File: src/rtl/tone_pkg.sv
// tone_pkg: shared definitions for the music-box tone path.
//   NUM_NOTES / NOTE_IDX_W : eight notes C4..C5, 3-bit index
//   F_*                    : note frequencies in Hz
//   note_period()          : clk_hz / f(idx), the clock-divider count for a note
//   tone_state_e           : tone_detector FSM states
package tone_pkg;

    localparam int NUM_NOTES  = 8;
    localparam int NOTE_IDX_W = 3;

    localparam int unsigned F_C4 = 262;
    localparam int unsigned F_D4 = 294;
    localparam int unsigned F_E4 = 330;
    localparam int unsigned F_F4 = 349;
    localparam int unsigned F_G4 = 392;
    localparam int unsigned F_A4 = 440;
    localparam int unsigned F_B4 = 494;
    localparam int unsigned F_C5 = 523;

    typedef enum logic [1:0] {
        ST_IDLE,
        ST_MEAS,
        ST_SCAN,
        ST_REPORT
    } tone_state_e;

    // Only ever called with constant arguments, so the division folds away.
    function automatic int unsigned note_period(input int unsigned clk_hz,
                                                input int unsigned idx);
        int unsigned f;
        case (idx)
            0:       f = F_C4;
            1:       f = F_D4;
            2:       f = F_E4;
            3:       f = F_F4;
            4:       f = F_G4;
            5:       f = F_A4;
            6:       f = F_B4;
            default: f = F_C5;
        endcase
        return clk_hz / f;
    endfunction

endpackage

File: src/rtl/tone_sync_edge.sv
// tone_sync_edge: 2-FF synchronizer followed by a rising-edge detector.
//   clk, rst_n : system clock, async active-low reset
//   i_async    : asynchronous level input (tone, button, ...)
//   o_rise     : one-cycle pulse, high in the third cycle after i_async rises
module tone_sync_edge (
    input  logic clk,
    input  logic rst_n,
    input  logic i_async,
    output logic o_rise
);

    logic r_meta;
    logic r_sync;
    logic r_prev;

    // NOTE: sequential state uses non-blocking assignments so every flop
    // samples the pre-edge value of its neighbour, forming a real pipeline.
    always_ff @(posedge clk or negedge rst_n) begin
        if (!rst_n) begin
            r_meta <= 1'b0;
            r_sync <= 1'b0;
            r_prev <= 1'b0;
        end else begin
            r_meta <= i_async;
            r_sync <= r_meta;
            r_prev <= r_sync;
        end
    end

    assign o_rise = r_sync & ~r_prev;

endmodule

File: src/rtl/tone_detector.sv
// tone_detector: measures the period of an asynchronous square-wave tone and
// classifies it as one of the eight notes C4..C5.
//   clk, rst_n : system clock, async active-low reset
//   tone_in    : asynchronous square-wave tone
//   note_idx   : last matched note (0=C4 .. 7=C5)
//   note_valid : current tone matches note_idx
//   note_stb   : one-cycle pulse per reported match
//   period     : last captured period in clk cycles
// Optional build macro TONE_DET_CONFIRM_EN: a hit is only published when the
// previous scan hit the same index.
module tone_detector
    import tone_pkg::*;
#(
    parameter int unsigned CLK_HZ    = 100000000,
    parameter int unsigned CNT_W     = 24,
    parameter int unsigned TOL_SHIFT = 5,
    parameter int unsigned TIMEOUT   = CLK_HZ / 20
) (
    input  logic                  clk,
    input  logic                  rst_n,
    input  logic                  tone_in,
    output logic [NOTE_IDX_W-1:0] note_idx,
    output logic                  note_valid,
    output logic                  note_stb,
    output logic [CNT_W-1:0]      period
);

    localparam logic [CNT_W-1:0]      TIMEOUT_C  = CNT_W'(TIMEOUT);
    localparam logic [CNT_W-1:0]      TIMEOUT_M1 = CNT_W'(TIMEOUT - 1);
    localparam logic [NOTE_IDX_W-1:0] LAST_IDX   = NOTE_IDX_W'(NUM_NOTES - 1);

    tone_state_e           r_state, w_state_nxt;
    logic                  w_rise;
    logic [CNT_W-1:0]      r_cnt, r_cap, r_period, w_ref;
    logic [CNT_W-1:0]      w_ref_tab [NUM_NOTES];
    logic [CNT_W:0]        w_diff, w_abs, w_tol;
    logic                  w_hit, w_timeout, w_capture, w_report, w_drop;
    logic                  w_final_hit;
    logic [NOTE_IDX_W-1:0] r_scan_idx, r_found_idx, w_final_idx, r_note_idx;
    logic                  r_found, r_note_valid, r_note_stb;
`ifdef TONE_DET_CONFIRM_EN
    logic                  r_pend_vld;
    logic [NOTE_IDX_W-1:0] r_pend_idx;
`endif

    tone_sync_edge u_sync (
        .clk     (clk),
        .rst_n   (rst_n),
        .i_async (tone_in),
        .o_rise  (w_rise)
    );

    // Note table as constants; one entry is compared per SCAN cycle.
    for (genvar g = 0; g < NUM_NOTES; g++) begin : g_ref
        assign w_ref_tab[g] = CNT_W'(note_period(CLK_HZ, g));
    end
    assign w_ref = w_ref_tab[r_scan_idx];

    // One extra bit keeps the sign of period - ref.
    assign w_diff = {1'b0, r_cap} - {1'b0, w_ref};
    assign w_abs  = w_diff[CNT_W] ? -w_diff : w_diff;
    assign w_tol  = {1'b0, w_ref >> TOL_SHIFT};
    assign w_hit  = (w_abs <= w_tol);

    // The last SCAN cycle folds its own comparison into the recorded result.
    assign w_final_hit = r_found | w_hit;
    assign w_final_idx = r_found ? r_found_idx : r_scan_idx;

    // Fires on the edge that takes cnt to TIMEOUT; a rising edge wins.
    assign w_timeout = (r_cnt == TIMEOUT_M1) && !w_rise;

    always_ff @(posedge clk or negedge rst_n) begin
        if (!rst_n) r_state <= ST_IDLE;
        else        r_state <= w_state_nxt;
    end

    always_comb begin
        // NOTE: every signal assigned here gets a default first, so no branch
        // can leave one unassigned and infer a latch.
        w_state_nxt = r_state;
        w_capture   = 1'b0;
        w_report    = 1'b0;
        w_drop      = 1'b0;
        case (r_state)
            ST_IDLE: begin
                if (w_rise) w_state_nxt = ST_MEAS;
            end
            ST_MEAS: begin
                if (w_rise) begin
                    w_state_nxt = ST_SCAN;
                    w_capture   = 1'b1;
                end else if (w_timeout) begin
                    w_state_nxt = ST_IDLE;
                    w_drop      = 1'b1;
                end
            end
            ST_SCAN: begin
                if (w_rise) begin
                    w_capture = 1'b1;
                end else if (r_scan_idx == LAST_IDX) begin
                    w_state_nxt = ST_REPORT;
                    w_report    = 1'b1;
                end
            end
            ST_REPORT: begin
                if (w_rise) begin
                    w_state_nxt = ST_SCAN;
                    w_capture   = 1'b1;
                end else begin
                    w_state_nxt = ST_MEAS;
                end
            end
            default: w_state_nxt = ST_IDLE;
        endcase
    end

    always_ff @(posedge clk or negedge rst_n) begin
        if (!rst_n) begin
            r_cnt        <= '0;
            r_cap        <= '0;
            r_scan_idx   <= '0;
            r_found      <= 1'b0;
            r_found_idx  <= '0;
            r_note_idx   <= '0;
            r_note_valid <= 1'b0;
            r_note_stb   <= 1'b0;
            r_period     <= '0;
`ifdef TONE_DET_CONFIRM_EN
            r_pend_vld   <= 1'b0;
            r_pend_idx   <= '0;
`endif
        end else begin
            r_note_stb <= 1'b0;

            // Free-running period counter, saturating so silence is visible.
            if (w_rise)                  r_cnt <= '0;
            else if (r_cnt != TIMEOUT_C) r_cnt <= r_cnt + CNT_W'(1);

            // A capture also restarts any scan in flight.
            if (w_capture) begin
                r_cap      <= r_cnt + CNT_W'(1);
                r_scan_idx <= '0;
                r_found    <= 1'b0;
            end else if (r_state == ST_SCAN) begin
                r_scan_idx <= r_scan_idx + NOTE_IDX_W'(1);
                if (w_hit && !r_found) begin
                    r_found     <= 1'b1;
                    r_found_idx <= r_scan_idx;
                end
            end

            if (w_drop) begin
                r_note_valid <= 1'b0;
`ifdef TONE_DET_CONFIRM_EN
                r_pend_vld   <= 1'b0;
`endif
            end

            if (w_report) begin
                r_period <= r_cap;
`ifdef TONE_DET_CONFIRM_EN
                if (w_final_hit) begin
                    r_pend_vld <= 1'b1;
                    r_pend_idx <= w_final_idx;
                    if (r_pend_vld && (r_pend_idx == w_final_idx)) begin
                        r_note_idx   <= w_final_idx;
                        r_note_valid <= 1'b1;
                        r_note_stb   <= 1'b1;
                    end else begin
                        r_note_valid <= 1'b0;
                    end
                end else begin
                    r_note_valid <= 1'b0;
                    r_pend_vld   <= 1'b0;
                end
`else
                if (w_final_hit) begin
                    r_note_idx   <= w_final_idx;
                    r_note_valid <= 1'b1;
                    r_note_stb   <= 1'b1;
                end else begin
                    r_note_valid <= 1'b0;
                end
`endif
            end
        end
    end

    assign note_idx   = r_note_idx;
    assign note_valid = r_note_valid;
    assign note_stb   = r_note_stb;
    assign period     = r_period;

endmodule
File: config.mk
export PLATFORM = sky130hd
export DESIGN_NAME = tone_detector
export DESIGN_NICKNAME = d
export VERILOG_FILES = /design/src/rtl/tone_pkg.sv /design/src/rtl/tone_sync_edge.sv /design/src/rtl/tone_detector.sv
export SDC_FILE = /design/constraint.sdc
export NUM_CORES = 1
export LEC_CHECK = 0
export CAP_MARGIN = 20
export CORE_ASPECT_RATIO = 1.4
export CORE_UTILIZATION = 45
export CTS_BUF_LIST = sky130_fd_sc_hd__clkbuf_4
export DETAILED_ROUTE_END_ITERATION = 16
export PLACE_DENSITY = 0.75
export REMOVE_ABC_BUFFERS = 1
export SYNTH_ARGS = -nofsm -noshare
export SYNTH_HDL_FRONTEND = slang
export SYNTH_SLANG_ARGS = --single-unit
File: constraint.sdc
create_clock -name clk -period 9.5 [get_ports clk]
set_clock_uncertainty 0.15 [all_clocks]
set_input_delay 2.85 -clock clk [delete_from_list [all_inputs] [get_ports clk]]
set_output_delay 2.85 -clock clk [all_outputs]
set_load 0.01 [all_outputs]
==> results of run 1 <==
## state kept, by name (all words and copies together) (netlist names)
register       flops
period            24
r_cap             24
r_cnt             24
note_idx           3
r_found_idx        3
r_scan_idx         3
r_state            2
note_stb           1
note_valid         1
r_found            1
u_sync.r_meta      1
u_sync.r_prev      1
u_sync.r_sync      1
## cells in the final DEF, fill, tap and decap left out, types with 7 or more instances in the layout
| cell | count |
|---|---|
| a211oi_1 | 7 |
| a21o_1 | 8 |
| a21oi_1 | 33 |
| a31oi_1 | 7 |
| and3_1 | 12 |
| buf_4 | 8 |
| clkbuf_4 | 10 |
| clkdlybuf4s50_1 | 30 |
| dfrtp_1 | 89 |
| ha_1 | 34 |
| inv_1 | 22 |
| mux2_2 | 9 |
| nand2_1 | 128 |
| nand2b_1 | 10 |
| nand3_1 | 27 |
| nand4_1 | 10 |
| nor2_1 | 52 |
| nor3_1 | 14 |
| o21ai_0 | 50 |
| o31ai_1 | 7 |
| xnor2_1 | 38 |
| xor2_1 | 25 |
## layer usage
layer / share of wire / wire [um] / vias up / GRT usage
li1: - / - / 2600 / -
met1: 0.43 / 6460 / 2545 / 0.266
met2: 0.51 / 7690 / 100 / 0.387
met3: 0.028 / 429 / 38 / 0.0207
met4: 0.035 / 525 / 0 / 0.113
met5: 0 / 0 / - / 0
## power breakdown
group	switching, uW	internal, uW	total, uW
sequential	51.9	404	456
clock	127	84.1	211
combinational	659	466	1130
total	838	954	1790
## final cells by class
cell class	count	area [sq um]
Timing Repair Buffer	38	360
Fill cell	1304	6630
Inverter	23	86.3
Clock inverter	6	67.6
Multi-Input combinational cell	583	3840
Antenna cell	1	2.50
Tap cell	182	228
Clock buffer	10	75.1
Sequential cell	89	2230
## worst max-delay path, cell delays in order (launching register included)
cell      delay, ns
dfrtp_1        0.75
buf_4          0.36
clkinv_1       0.39
mux2i_1        0.23
ha_1           0.40
nand2_1        0.13
o31ai_2        0.49
a21oi_2        0.17
o31a_1         0.32
o21ai_0        0.50
nor3_1         0.18
o21ai_0        0.14
xnor2_1        0.15
ha_1           0.28
a31o_2         0.21
a21o_1         0.17
a21oi_1        0.12
o21ai_0        0.16
nor4b_1        0.39
a211oi_2       0.16
o31ai_4        0.39
mux2_4         0.33
## stage by stage
stage,cell area [sq um],total power [uW]
global route,6890,1940
finish,6890,1790
global placement,6740,1560
detailed placement,6740,1580
floorplan,6150,1330
CTS,6880,1790
## kinds of logic (layout without fill, tap and decap cells)
| family | after synthesis | in the layout | share of synthesized area |
|---|---|---|---|
| multiplexers | 20 | 20 | 0.0386 |
| AND/OR/NAND/NOR | 301 | 301 | 0.229 |
| buffers and inverters | 56 | 77 | 0.0350 |
| other | 0 | 1 | 0 |
| AO/OA/AOI/OAI | 158 | 158 | 0.164 |
| adder cells (fa/ha/maj) | 35 | 35 | 0.0709 |
| XOR/XNOR | 69 | 69 | 0.107 |
| flip-flops | 89 | 89 | 0.354 |
## worst min-delay path by stage
stage                             from                       to  slack, ns  cells after the start
2_1_floorplan  u_sync.r_meta$_DFF_PN0_  u_sync.r_sync$_DFF_PN0_       0.18                      0
3_3_place_gp   u_sync.r_meta$_DFF_PN0_  u_sync.r_sync$_DFF_PN0_       0.19                      0
3_5_place_dp   u_sync.r_meta$_DFF_PN0_  u_sync.r_sync$_DFF_PN0_       0.19                      0
4_1_cts        u_sync.r_meta$_DFF_PN0_  u_sync.r_sync$_DFF_PN0_       0.22                      0
5_1_grt        u_sync.r_meta$_DFF_PN0_  u_sync.r_sync$_DFF_PN0_       0.23                      0
6_report       u_sync.r_meta$_DFF_PN0_  u_sync.r_sync$_DFF_PN0_       0.21                      0
==> metrics.yaml, run 1 <==
placement:
  gp_congestion: 0.872
  pre_cts_slack_ns: 2.90
  dp_hpwl_um: 11800
  portBuffers: 31
  dp.cells: 915
run_status:
  status: "finished, final reports clean"
detailed_routing:
  drt_iter0_markers: 257
  wire_per_inst_um: 16.2
  first_pass_iters: 5
  drc_errors: 0
  routed_wl_um: 15100
  ant_nets: 0
  vias_per_cell: 5.67
  num_vias: 5283
floorplan:
  die_x_um: 102
  dieHeight_um: 142
  core_sq_um: 13500
  num_io_pins: 32
  placementRows: 50
  initial_core_util: 0.465
  dieArea_sq_um: 14400
sta:
  rsz0062_at_grt: "false"
  timing.hold.ws_ns: 0.214
  tns_ns: 0
  fmax_mhz: 150
  hold_violations: 0
  maxSlewViolCount: 0
  fin_crit_sh: 0.703
  slew_headroom: 0.440
  worst_slack_ns: 2.82
  worst_pin_slew_ns: 0.832
  min_period_ns: 6.68
  finalSetupViolCount: 0
synth:
  syn_inst: 728
  async_flop_share: 1.00
  synth.most_common_cell: "nand2_1"
  synth.avg_cell_area_sq_um: 8.63
  synth.area.top_cells: "dfrtp_1, nand2_1, ha_1"
  ys_warn_count: 0
  synth.top_cells.by_count: "nand2_1, dfrtp_1, nor2_1"
  synth_edf_count: 0
  synthFlopType: "dfrtp_1"
  synth_seq_cells: 89
  netlist.area_leader.share: 0.354
  yosysSeqAreaShare: 0.354
  synth_cell_types: 76
  netlist_area_sq_um: 6280
  synth_top_area_cell: "dfrtp_1"
clocking:
  cts_resized: 0
  postCtsSetupRepairBufs: 0
  cts-root-buf: "clkbuf_4"
  cts.htree.levels: 3
  cts_tree: "built"
  cts.hold.buffers_added: 0
  clkTransAtPathRegs_ns: 0.14
  cts_max_path_buffers: 2
  clk_latency_ns: 0.45
  numCtsBuffers: 9
  cts_num_sinks: 89
grt:
  grt_pass1_vias: 5170
  grt_overflow_total: 0
  grt_first_pass_wirelength_um: 24800
  grt_max_degree: 59
  antenna_found_initial: 1
  grt_usage: 0.221
layout:
  drive_above_1_share: 0.0748
  area_delta_synth_final_pct: 9.60
  instances_no_fill: 932
  postLayoutCoreUtil: 0.510
  finish.net_count: 782
worst_setup_path:
  reg2regPathDepth: 21
  worstSetupStartpoint: "r_scan_idx[2]$_DFFE_PN0P_"
  cp-endpoint: "note_idx[1]$_DFFE_PN0P_"
  worstPathRequired_ns: 9.71
  critPathCaptureType: "flip-flop"
  crit_path_start_kind: "flip-flop"
  timing.rr.end: "note_idx[1]$_DFFE_PN0P_"
  arrival_ns: 6.89
  r2r-start: "r_scan_idx[2]$_DFFE_PN0P_"
  crit_fanout: 18
  reg2reg_slack_ns: 2.82
  critPathKind: "reg2reg"
run:
  drv_cap: 0
pwr:
  ir_worst_vdd_v: 0.000125
  p_leak_uw: 0.00303
  power_density_nw_per_um2: 260
hold_path:
  hp-class: "reg2reg"
(Power assumes the default switching activity.)
==> run 2: changes to the inputs <==
Settings changed: PLACE_DENSITY 0.75 to 0.77.
Clock period 9.5 ns to 5.69 ns, I/O delays scaled along.
==> metrics.yaml, run 2 (synthesis gave the netlist of run 1 again) <==
sta:
  fmax_mhz: 184
  finalSetupViolCount: 0
  maxSlewViolCount: 0
  tns_ns: 0
  hold_violations: 0
  min_period_ns: 5.43
  slew_headroom: 0.438
  fin_crit_sh: 0.954
  worst_slack_ns: 0.261
  worst_pin_slew_ns: 0.834
placement:
  dp.cells: 954
  gp_congestion: 0.884
  pre_cts_slack_ns: -0.00335
  portBuffers: 31
  dp_hpwl_um: 11900
  postPlaceCellArea_sq_um: 7030
grt:
  antenna_found_initial: 1
  grt.busiest_layer: "met2"
  grt_max_degree: 90
  grt_overflow_total: 0
  grt_first_pass_wirelength_um: 25500
  use_met3: 0.0276
  grt_usage: 0.224
  grt_pass1_vias: 5427
  grt.met1_usage: 0.270
  use_met2: 0.395
floorplan:
  die_x_um: 102
  core_sq_um: 13500
  dieHeight_um: 142
  dieArea_sq_um: 14400
  initial_core_util: 0.465
  num_io_pins: 32
  placementRows: 50
detailed_routing:
  ant_nets: 0
  vias_per_cell: 5.58
  drc_errors: 0
  routed_wl_um: 15200
  drt_iter0_markers: 430
  first_pass_iters: 5
  wire_per_inst_um: 15.7
  num_vias: 5429
run:
  drv_cap: 0
worst_setup_path:
  arrival_ns: 5.62
  crit_slowest_cell: "dfrtp_1"
  crit_path_start_kind: "flip-flop"
  worstPathCellList: "buf_4, nand2b_1, a21boi_1, ha_1, inv_1, nor3_1, a221o_2, xnor2_4, nand3_2, or3_4, o21ai_1, xnor2_1, ha_1, o2111ai_1, o21ai_1, nor4b_2, a211oi_4, o31ai_4, mux2_4"
  worstPathRequired_ns: 5.88
  crit_fanout: 17
  critPathCaptureType: "flip-flop"
  reg2reg_slack_ns: 0.26
  critPathKind: "reg2reg"
  critPathMaxStageDelay_ns: 0.56
clocking:
  cts_max_path_buffers: 2
  numCtsBuffers: 9
  cts.htree.levels: 3
  clk_latency_ns: 0.44
  cts-root-buf: "clkbuf_4"
  clkTransAtPathRegs_ns: 0.14
  cts_tree: "built"
  cts_num_sinks: 89
layout:
  post-route-cell-area_sq_um: 7300
  finish.net_count: 823
  final_cell_mix: "nand2_1, dfrtp_1, nor2_1"
  instances_no_fill: 973
  final_common_cell: "nand2_1"
  drive_above_1_share: 0.133
  area_delta_synth_final_pct: 16.1
hold_path:
  hp-class: "reg2reg"
pwr:
  p_leak_uw: 0.00326
  total_power_uw: 3320
  ir_worst_vdd_v: 0.000235
  power_density_nw_per_um2: 455
run_status:
  status: "finished, final reports clean"
==> run 2: cell count changes in the layout (fill, tap and decap cells not counted), sizes merged <==
cell,change
clkbuf,-1
buf,+41
bufinv,+1
clkinv,+1
clkinvlp,-1
==> run 2: layout make-up <==
class	instances	area, sq um
antenna	1	2.50
inverter	23	86.3
sequential	89	2230
clock buffer	9	67.6
tap	182	228
timing repair buffer	79	688
multi-input combinational	583	3900
clock inverter	7	93.8
fill	1271	6220
==> run 2: path summary, 6_finish.rpt <==
kind | cells past startpoint | to | start
worst max-delay path | 19 | note_idx[2]$_DFFE_PN0P_ | r_scan_idx[2]$_DFFE_PN0P_
worst min-delay path | 0 | u_sync.r_sync$_DFF_PN0_ | u_sync.r_meta$_DFF_PN0_
worst max register to register | 19 | note_idx[2]$_DFFE_PN0P_ | r_scan_idx[2]$_DFFE_PN0P_
worst min register to register | 0 | u_sync.r_sync$_DFF_PN0_ | u_sync.r_meta$_DFF_PN0_
max in group asynchronous | 2 | note_stb$_DFF_PN0_ | rst_n
min in group asynchronous | 1 | r_cap[20]$_DFFE_PN0P_ | rst_n
==> run 2: stage by stage <==
| step | util | hold slack (ns) |
|---|---|---|
| 6_report | 0.540 | 0.223 |
| 5_1_grt | 0.540 | 0.233 |
| 4_1_cts | 0.533 | 0.228 |
| 3_5_place_dp | 0.521 | 0.196 |
| 3_3_place_gp | 0.521 | 0.187 |
| 2_1_floorplan | - | 0.181 |
==> run 2: power breakdown <==
part,switching [uW],leakage [uW],internal [uW]
logic,1210,0.00196,967
clock network,220,0.0000856,179
registers,65.2,0.00122,675
total,1500,0.00326,1820
==> run 2: per-layer routing <==
metal / part of all wire / routed length (um)
met1: 0.42 / 6440
met3: 0.037 / 561
met5: 0 / 0
met4: 0.036 / 555
met2: 0.50 / 7680
==> run 2: repair_timing <==
item                       in CTS  in global routing
resized for setup               2                 16
buffers inserted                0                  1
pin swaps                       1                  6
hold buffers                    0                  0
setup endpoints to repair       6                  8
==> run 2: critical path, delay by kind of cell, from the launching register on <==
kind	cells	cell delay [ns]
flops	1	0.56
xor+xnor	2	0.33
simple gates	5	1.15
compound gates	7	1.68
buf+inv	2	0.48
fa+ha+maj	2	0.65
mux	1	0.33
==> run 3: changes to the inputs <==
Settings changed: CORE_ASPECT_RATIO 1.4 to 1.75, MAX_ROUTING_LAYER set to met4.
==> metrics.yaml, run 3 (synthesis gave the netlist of run 1 again) <==
run_status:
  status: "finished, final reports clean"
sta:
  hold_violations: 0
  maxSlewViolCount: 0
  min_period_ns: 5.55
  slew_headroom: 0.499
  timing.hold.ws_ns: 0.222
  worst_pin_slew_ns: 0.743
  fin_crit_sh: 0.976
  finalSetupViolCount: 0
  fmax_mhz: 180
layout:
  drive_above_1_share: 0.154
  ff_latch_area_sq_um: 2230
  area_delta_synth_final_pct: 16.8
  finish.net_count: 833
  final_common_cell: "nand2_1"
  fill_cells: 1197
  instances_no_fill: 972
  multiInputGateArea_sq_um: 3950
  final_cell_mix: "nand2_1, dfrtp_1, buf_4"
placement:
  dp_hpwl_um: 13000
  dp.cells: 954
  portBuffers: 31
  gp_congestion: 0.954
clocking:
  cts-root-buf: "clkbuf_4"
  cts.htree.levels: 3
  cts.hold.buffers_added: 0
  numCtsBuffers: 9
  cts_num_sinks: 89
  clkTransAtPathRegs_ns: 0.13
  clk_latency_ns: 0.42
  cts_tree: "built"
  cts_max_path_buffers: 2
grt:
  antenna_found_initial: 1
  grt_overflow_total: 0
  grt_max_degree: 61
  grt_first_pass_wirelength_um: 26300
  grt.busiest_layer: "met2"
  use_met3: 0.0172
  use_met2: 0.448
  grt_pass1_vias: 5468
  grt.met1_usage: 0.237
  grt_usage: 0.239
worst_setup_path:
  worstPathRequired_ns: 5.85
  critPathCaptureType: "flip-flop"
  worstPathCellList: "inv_1, buf_4, ha_2, mux2_2, ha_2, and2_1, a32oi_2, o31ai_4, a221oi_2, o21ai_1, xor2_2, or3_4, o21ai_2, xnor2_1, ha_1, a21oi_2, o21ai_2, nor4b_2, a211oi_2, buf_4, o31ai_4, mux2_4"
  critPathKind: "reg2reg"
  critPathMaxStageDelay_ns: 0.44
  crit_path_start_kind: "flip-flop"
  arrival_ns: 5.72
  crit_slowest_cell: "dfrtp_1"
  crit_fanout: 6
pwr:
  p_leak_uw: 0.00329
  ir_worst_vdd_v: 0.000258
  power_density_nw_per_um2: 457
hold_path:
  hp-class: "reg2reg"
detailed_routing:
  first_pass_iters: 4
  ant_nets: 0
  routed_wl_um: 16400
  drc_errors: 0
  wire_per_inst_um: 16.8
  drt_iter0_markers: 193
  num_vias: 5510
  vias_per_cell: 5.67
run:
  drv_cap: 0
floorplan:
  num_io_pins: 32
  die_x_um: 91.3
  core_sq_um: 13500
  placementRows: 56
  dieHeight_um: 158
  dieArea_sq_um: 14500
  initial_core_util: 0.465
==> run 3: worst paths after layout <==
kind	to	from	slack [ns]	depth (start not counted)
max	note_idx[2]$_DFFE_PN0P_	r_scan_idx[1]$_DFFE_PN0P_	0.14	22
min	u_sync.r_sync$_DFF_PN0_	u_sync.r_meta$_DFF_PN0_	0.22	0
max reg2reg	note_idx[2]$_DFFE_PN0P_	r_scan_idx[1]$_DFFE_PN0P_	0.14	22
min reg2reg	u_sync.r_sync$_DFF_PN0_	u_sync.r_meta$_DFF_PN0_	0.22	0
max in group asynchronous	r_scan_idx[2]$_DFFE_PN0P_	rst_n	3.34	2
min in group asynchronous	period[20]$_DFFE_PN0P_	rst_n	1.18	1
==> run 3: power breakdown <==
part / switching [uW] / total [uW] / internal (uW) / leakage [uW]
combinational: 1270 / 2290 / 1030 / 0.00201
sequential: 68.1 / 743 / 675 / 0.00122
clock: 190 / 316 / 126 / 0.0000635
==> run 3: critical path: cells and delay by family, from the launching register on <==
kind / cells / cell delay, ns
adders and majority gates: 3 / 0.87
muxes: 2 / 0.62
buffers and inverters: 3 / 0.41
DFF: 1 / 0.44
and+or+nand+nor: 3 / 0.88
AOI/OAI and AO/OA: 9 / 1.79
xor gates and xnor gates: 2 / 0.27
==> run 3: area by class of cell <==
class                      count  area share
multi-input combinational    583       0.538
clock inverter                 4     0.00648
inverter                      23      0.0118
clock buffer                   9     0.00921
antenna                        1    0.000341
timing repair buffer          89       0.101
tap                          174      0.0297
sequential                    89       0.303
==> run 3: per-stage QoR <==
step | util | total power [uW] | setup slack [ns] | instance area [sq um] | TNS (ns)
4_1_cts | 0.534 | 3240 | 0.0191 | 7220 | 0
3_3_place_gp | 0.524 | 2830 | -0.0215 | 7080 | -0.105
2_1_floorplan | - | 2220 | -0.351 | 6150 | -2.17
6_report | 0.543 | 3350 | 0.138 | 7340 | 0
3_5_place_dp | 0.524 | 2880 | -0.129 | 7080 | -0.794
5_1_grt | 0.543 | 3620 | -0.117 | 7340 | -0.657
==> run 3: layer usage <==
metal  vias to the layer above  share of wire
li1                       2691              -
met1                      2652           0.37
met2                       106           0.55
met3                        61          0.019
met4                         0          0.065
met5                         -              0
==> run 3: what timing repair did <==
item / CTS / global route
cloned: 0 / 0
pin swaps: 3 / 11
setup buffers: 1 / 3
endpoints found under the setup margin: 7 / 8
resized for setup: 3 / 24
